### src/rtl/hilo_seq_divider.sv
// hilo_seq_divider: WIDTH-step restoring divider that owns the MIPS HI/LO register pair
// Ports: clk, reset (sync, active-high); SrcAE dividend and mthi/mtlo data; SrcBE divisor;
// divE/signedE divide request and mode; mtHiE/mtLoE move-to writes; Hi remainder, Lo quotient;
// Busy/StallDivE hazard stall; Done one-cycle completion pulse; DivZero divisor-was-zero flag.
module hilo_seq_divider #(
    parameter int WIDTH = 32
) (
    input  logic             clk,
    input  logic             reset,
    input  logic [WIDTH-1:0] SrcAE,
    input  logic [WIDTH-1:0] SrcBE,
    input  logic             divE,
    input  logic             signedE,
    input  logic             mtHiE,
    input  logic             mtLoE,
    output logic [WIDTH-1:0] Hi,
    output logic [WIDTH-1:0] Lo,
    output logic             Busy,
    output logic             StallDivE,
    output logic             Done,
    output logic             DivZero
);
    localparam int CW = $clog2(WIDTH + 1);
    typedef enum logic [1:0] {IDLE, RUN, FIX} stateT;
    stateT state;
    logic [WIDTH-1:0] divisor, quot, rem, magA, magB;
    logic [CW-1:0] count;
    logic qNeg, rNeg, zero;
    logic [WIDTH:0] shifted, trial;
    assign magA = (signedE & SrcAE[WIDTH-1]) ? -SrcAE : SrcAE;
    assign magB = (signedE & SrcBE[WIDTH-1]) ? -SrcBE : SrcBE;
    // one extra bit keeps the trial subtraction exact when the divisor is 2^(WIDTH-1) or above
    assign shifted = {rem, quot[WIDTH-1]};
    assign trial = shifted - {1'b0, divisor};
    assign StallDivE = Busy | (divE & (state == IDLE));
    always_ff @(posedge clk) begin
        if (reset) begin
            state <= IDLE;
            Hi <= '0;
            Lo <= '0;
            Busy <= 1'b0;
            Done <= 1'b0;
            DivZero <= 1'b0;
            count <= '0;
            divisor <= '0;
            quot <= '0;
            rem <= '0;
            qNeg <= 1'b0;
            rNeg <= 1'b0;
            zero <= 1'b0;
        end else begin
            Done <= 1'b0;
            case (state)
                IDLE: begin
                    if (divE) begin
                        divisor <= magB;
                        quot <= magA;
                        rem <= '0;
                        count <= '0;
                        qNeg <= (SrcAE[WIDTH-1] ^ SrcBE[WIDTH-1]) & signedE;
                        rNeg <= SrcAE[WIDTH-1] & signedE;
                        zero <= (SrcBE == '0);
                        DivZero <= 1'b0;
                        Busy <= 1'b1;
                        state <= RUN;
                    end else begin
                        if (mtHiE) Hi <= SrcAE;
                        if (mtLoE) Lo <= SrcAE;
                    end
                end
                RUN: begin
                    rem <= trial[WIDTH] ? shifted[WIDTH-1:0] : trial[WIDTH-1:0];
                    quot <= {quot[WIDTH-2:0], ~trial[WIDTH]};
                    count <= count + CW'(1);
                    if (count == CW'(WIDTH - 1)) state <= FIX;
                end
                default: begin
                    // divide by zero leaves quot all ones and rem=|A|; restoring the dividend
                    // sign on rem yields the original SrcAE, while the quotient is left unsigned
                    Lo <= (qNeg & ~zero) ? -quot : quot;
                    Hi <= rNeg ? -rem : rem;
                    Busy <= 1'b0;
                    Done <= 1'b1;
                    DivZero <= zero;
                    state <= IDLE;
                end
            endcase
        end
    end
endmodule

### config.mk
export PLATFORM = sky130hd
export DESIGN_NAME = hilo_seq_divider
export DESIGN_NICKNAME = d
export VERILOG_FILES = /design/src/rtl/hilo_seq_divider.sv
export SDC_FILE = /design/constraint.sdc
export NUM_CORES = 1
export LEC_CHECK = 0
export CAP_MARGIN = 20
export CORE_MARGIN = 3
export CORE_UTILIZATION = 40
export DETAILED_ROUTE_END_ITERATION = 12
export PLACE_DENSITY = 0.74
export SETUP_SLACK_MARGIN = 0.02
export SLEW_MARGIN = 25
export SYNTH_ARGS = -nofsm -noshare
export SYNTH_HDL_FRONTEND = slang
export SYNTH_SLANG_ARGS = --single-unit
### constraint.sdc
create_clock -name clk -period 3.05 [get_ports clk]
set_clock_uncertainty 0.1 [all_clocks]
set_input_delay 0.7625 -clock clk [delete_from_list [all_inputs] [get_ports clk]]
set_output_delay 0.7625 -clock clk [all_outputs]
set_load 0.03 [all_outputs]
Word level (Yosys, flattened, before mapping)
Cells that the tools add are included.
Word-level totals
  register bits: 174
  input port bits: 70
  output and inout bits: 68
Operators by class
  add/sub/neg operators: 6
  equal/unequal tests: 7
  mux-type cells: 25
  bitwise logic cells: 10
  reduce and logical (&&, ||, !) cells: 10
Operators with widths (number)
  $mux W32: 11
  $pmux W32 S2: 4
  $neg A32 Y32: 4
  $sub A33 B32 Y33: 1
  $logic_not A32 Y1: 1
  $pmux W6 S2: 1
  $ne A2 B2 Y1 const B: 5
  $reduce_and A2 Y1: 4
  $add A6 B1 Y6 const B: 1
  $eq A6 B5 Y1 const B: 1
  $mux W6: 1
  $reduce_and A3 Y1: 2
  $and A1 B1 Y1: 5
  $mux W2: 2
  $pmux W1 S2: 2
  $pmux W2 S2: 1
  $mux W1: 3
  $not A1 Y1: 3
  $eq A2 B1 Y1 const B: 1
  $logic_not A2 Y1: 1
  $reduce_bool A2 Y1: 1
  $reduce_or A2 Y1: 1
  $or A1 B1 Y1: 1
  $xor A1 B1 Y1: 1

Longest topological paths before layout
Gate-level depths: netlist of the first run.
  word-level depth: 4
  depth in mapped cells: 13
  mapped depth without buffers: 12

Worst setup path before layout of the first run
No wires, ideal clock.
  path kind: input to register
  start point: input SrcAE[5]
  end point: register quot[28]
  arrival: 2.883 ns
  slack: -0.004 ns
  cell stages on the path: 9
  path through: or3_1 -> or3_1 -> nor3b_2 -> nand3b_1 -> or4_1 -> o31ai_2 -> xnor2_1 -> nand2_1 -> a21oi_1
Between the ends
  cells in the longest elaborated chain, start to end: 4
Ends and longest elaborated chain
  start: declaration: RTL line 10  | input logic [WIDTH-1:0] SrcAE,
  $neg A32 Y32: RTL line 30  | assign magA = (signedE & SrcAE[WIDTH-1]) ? -SrcAE : SrcAE;
  $mux W32: RTL line 30
  $mux W32: RTL line 55  | if (divE) begin
  $pmux W32 S2: RTL line 53  | case (state)
  end signal: assignment: RTL line 57  | quot <= magA;
  end signal: assignment: RTL line 73  | quot <= {quot[WIDTH-2:0], ~trial[WIDTH]};
  end: declaration: RTL line 26  | logic [WIDTH-1:0] divisor, quot, rem, magA, magB;
No other way between the ends. The select of a mux whose other input is x is not followed.
A chain may end at the register's enable or synchronous reset.

Worst setup path in the final report of the first run
Same ends and word-level chain as after synthesis.

==> results.py, run 1 <==
metrics = {
    "outcome": {
        "result_of_the_run": "finished, final reports clean",
    },
    "worst_setup_path": {
        "critPathArrivalTime_ns": 3.24,
        "regToRegEndpoint": "rem[1]$_SDFFE_PP0P_",
        "r2r_slack_ns": 0.13,
        "crit_start": "SrcAE[5]",
        "path_max_fanout": 3,
        "worst_setup_path_start_kind": "input pin",
        "setup.worst_path.end_class": "flip-flop",
        "worst_ep_required_time_ns": 3.32,
        "timing.setup.critical_path_class": "in2reg",
        "r2r_start": "quot[31]$_SDFFE_PP0P_",
        "timing.reg2reg.worst_path_depth": 14,
    },
    "synthesis": {
        "syn-mean-instance-area_um2": 7.52,
        "netlist.area_leader.share_pct": 31.0,
        "postSynthCellCount": 1491,
        "number_of_synthesized_flops_with_an_enable_pin": 0,
        "yosys_warnings": 0,
        "synthArstFlopShare_pct": 0,
        "total_of_flip_flops_plus_latches_after_synthesis": 174,
        "syn-num-nets": 1599,
        "synthDistinctLibCells": 65,
        "synth.area.top_cells": "dfxtp_1 (31%), a21oi_1 (7.5%), xor2_1 (6.6%)",
        "ys.flop_type": "dfxtp_1",
        "synth_seq_area_share_pct": 31.0,
        "netlist_area_um2": 11200,
        "synthDominantAreaCellType": "dfxtp_1",
    },
    "sta": {
        "maxClockFrequency_ghz": 0.337,
        "setup_viol_count_final": 0,
        "max-slew-margin-rel_pct": 45.7,
        "grt_setup_unrepaired": "false",
        "worst-slew-pin-transition_ns": 0.814,
        "timing_hold_violations_final": 0,
        "final.period_utilization_pct": 97.4,
        "timing.final.crit_period_ns": 2.97,
        "final_max_slew_viol_count": 0,
        "final.hold.worst_slack_ns": 0.350,
        "postLayoutSetupSlackWorst_ns": 0.0797,
    },
    "global_route": {
        "grt_pass1_wl_um": 56300,
        "grt-ovfl-total": 0,
        "number_of_antenna_violations_at_the_first_check_in_global_routing": 1,
        "gr-usage-all-layers_pct": 22.5,
        "grt_pass1_vias": 11000,
        "grt_start_max_net_pins": 103,
    },
    "finish": {
        "num-nets-final": 1846,
        "antenna_diode_count": 0,
        "layout_common_cells": "nor2_1 (179), buf_4 (174), dfxtp_1 (172), a21oi_1 (159), nand2_1 (135)",
        "layout-drive-gt1-share_pct": 16.2,
        "final_common_cell": "nor2_1",
        "final_non_filler_cell_area_um2": 15000,
        "syn2layout_area_growth_pct": 34.1,
    },
    "place": {
        "routabilityCongestion": 0.943,
        "hpwl_um": 25900,
        "detailedPlace.worstSlack_ns": -0.591,
        "place_area_um2": 14100,
        "port-buffer-count": 137,
    },
    "die": {
        "i_o_pin_count": 138,
        "floorplan.die_area_um2": 30100,
        "die-width_um": 173,
        "floorplan.core_area_um2": 27300,
        "rows": 60,
        "die_y_um": 173,
        "start_util_pct": 41.2,
    },
    "clock_tree": {
        "clock_insertion_delay_worst_skew_ns": 0.44,
        "cts_tree": "yes",
        "clock_sinks": 174,
        "clkSlewWorstSetupHoldPaths_ns": 0.07,
        "ctsRootBufferMaster": "clkbuf_16",
        "cts.path.max_buffers": 2,
        "cts_buffers": 17,
        "ctsHtreeMaxLevel": 4,
    },
    "hold_path": {
        "worst_hold_path_type": "reg2reg",
        "holdPathEnd": "Lo[19]$_SDFFE_PP0P_",
        "holdCritStartpoint": "Lo[19]$_SDFFE_PP0P_",
        "hold-path-cell-count": 2,
    },
    "pwr": {
        "cellPowerDensity_nw_per_um2": 632,
        "p_seq_share_pct": 28.3,
        "internal_power_mw": 5.83,
        "share_comb_of_total_power_pct": 48.1,
        "switching_share_pct": 38.7,
        "power_switching_mw": 3.68,
        "leakagePower_nw": 5.86,
        "fraction_of_power_consumed_by_the_clock_network_pct": 23.7,
        "ir_drop_mv": 0.453,
        "report.power.total_mw": 9.51,
    },
    "detailed_routing": {
        "drtIter0Drc": 1039,
        "drt-pass1-iter-count": 6,
        "vias": 11800,
        "viasPerCell": 5.58,
        "drc_errors": 0,
        "totalWireLength_um": 35500,
        "drtAntennaViolNets": 0,
        "wl_per_cell_um": 16.7,
    },
    "job": {
        "max_cap_violations": 0,
    },
}
what timing repair did:
action	CTS	global route
pin swaps	17	16
hold buffers	0	0
endpoints found under the setup margin	35	51
gates resized for setup	32	42
setup buffers	14	2
critical path, stage by stage:
cell	delay, ns
dlygate4sd2_1	0.24
or3_4	0.35
or3_4	0.39
nor3b_4	0.25
nand3b_1	0.17
or4_4	0.49
o31ai_4	0.24
xnor2_1	0.14
nand2_1	0.07
a21oi_1	0.15
metrics by stage:
stage / util [%] / instances / setup TNS (ns)
after floorplan: - / 1491 / 0
after CTS: 54.5 / 2120 / 0
after detailed placement: 51.6 / 2075 / -10.68
after global routing: 55.2 / 2122 / 0
final: 55.2 / 2122 / 0
after global placement: 51.6 / 2075 / -8.41
area by class of cell:
cell class | count | area [um^2]
timing repair buffer | 319 | 2830
clock buffer | 21 | 470
clock inverter | 10 | 130
inverter | 54 | 203
fill | 2561 | 12200
multi-input combinational | 1172 | 7460
sequential | 174 | 3490
tap | 372 | 465
power by group through the flow:
stage / clock (mW) / sequential (mW) / combinational, mW
after global placement: 0 / 2.72 / 4.02
after floorplan: 0 / 2.80 / 2.48
after global routing: 2.37 / 2.71 / 4.98
after CTS: 2.27 / 2.68 / 4.41
final: 2.25 / 2.69 / 4.57
after detailed placement: 0 / 2.73 / 4.08
registers in the layout (all words and copies together), names as in the netlist:
name / flops
Hi: 32
Lo: 32
divisor: 32
quot: 32
rem: 32
count: 6
state: 2
Busy: 1
DivZero: 1
Done: 1
qNeg: 1
rNeg: 1
zero: 1
layer usage:
layer  GRT usage, %  wire, um
met5              0        20
met4           6.42       682
met3           3.92      2600
met2           36.8     16200
met1           30.5     15900
synth_stat cells, drive strengths merged (3+ instances only):
cell type	count
and3	5
or3	20
inv	53
buf	15
and2	7
a21oi	168
o21a	3
mux2i	4
o21bai	5
o31ai	22
a311oi	9
o41ai	14
nand4	9
a31oi	6
or4	10
nand2b	15
dfxtp	174
o21ai	71
nor2	182
xnor2	58
nand2	135
clkbuf	76
nand3	82
nand3b	6
a211o	4
nor2b	11
or2	4
a211oi	78
nor3	23
nor3b	6
o22ai	3
a221oi	9
a22oi	30
a41oi	3
ha	37
a21o	10
a32oi	4
xor2	84
o211ai	4
nor4	12
worst max path at each step:
stage | to | slack, ns | cells after the start
after global placement | quot[28]$_SDFFE_PP0P_ | -0.53 | 10
after floorplan | quot[28]$_SDFFE_PP0P_ | 0.04 | 9
after detailed placement | quot[28]$_SDFFE_PP0P_ | -0.59 | 10
after CTS | rem[1]$_SDFFE_PP0P_ | 0.004 | 14
after global routing | rem[9]$_SDFFE_PP0P_ | 0.003 | 12
final | quot[28]$_SDFFE_PP0P_ | 0.08 | 10
cells by family after synthesis:
family	Yosys count	share of synthesized area, %
and+or+nand+nor	532	22.3
AOI/OAI and AO/OA	455	25.7
DFF	174	31.0
buffers and inverters	145	4.98
xor gates and xnor gates	142	11.2
adders and majority gates	38	4.30
muxes	5	0.457
(Power assumes the default switching activity.)
==> inputs of run 2 (changes only) <==
- CTS_CLUSTER_DIAMETER: unset -> 80
==> results of run 2 <==
Same layout as run 1: the final DEF is identical, and so are final timing and power.
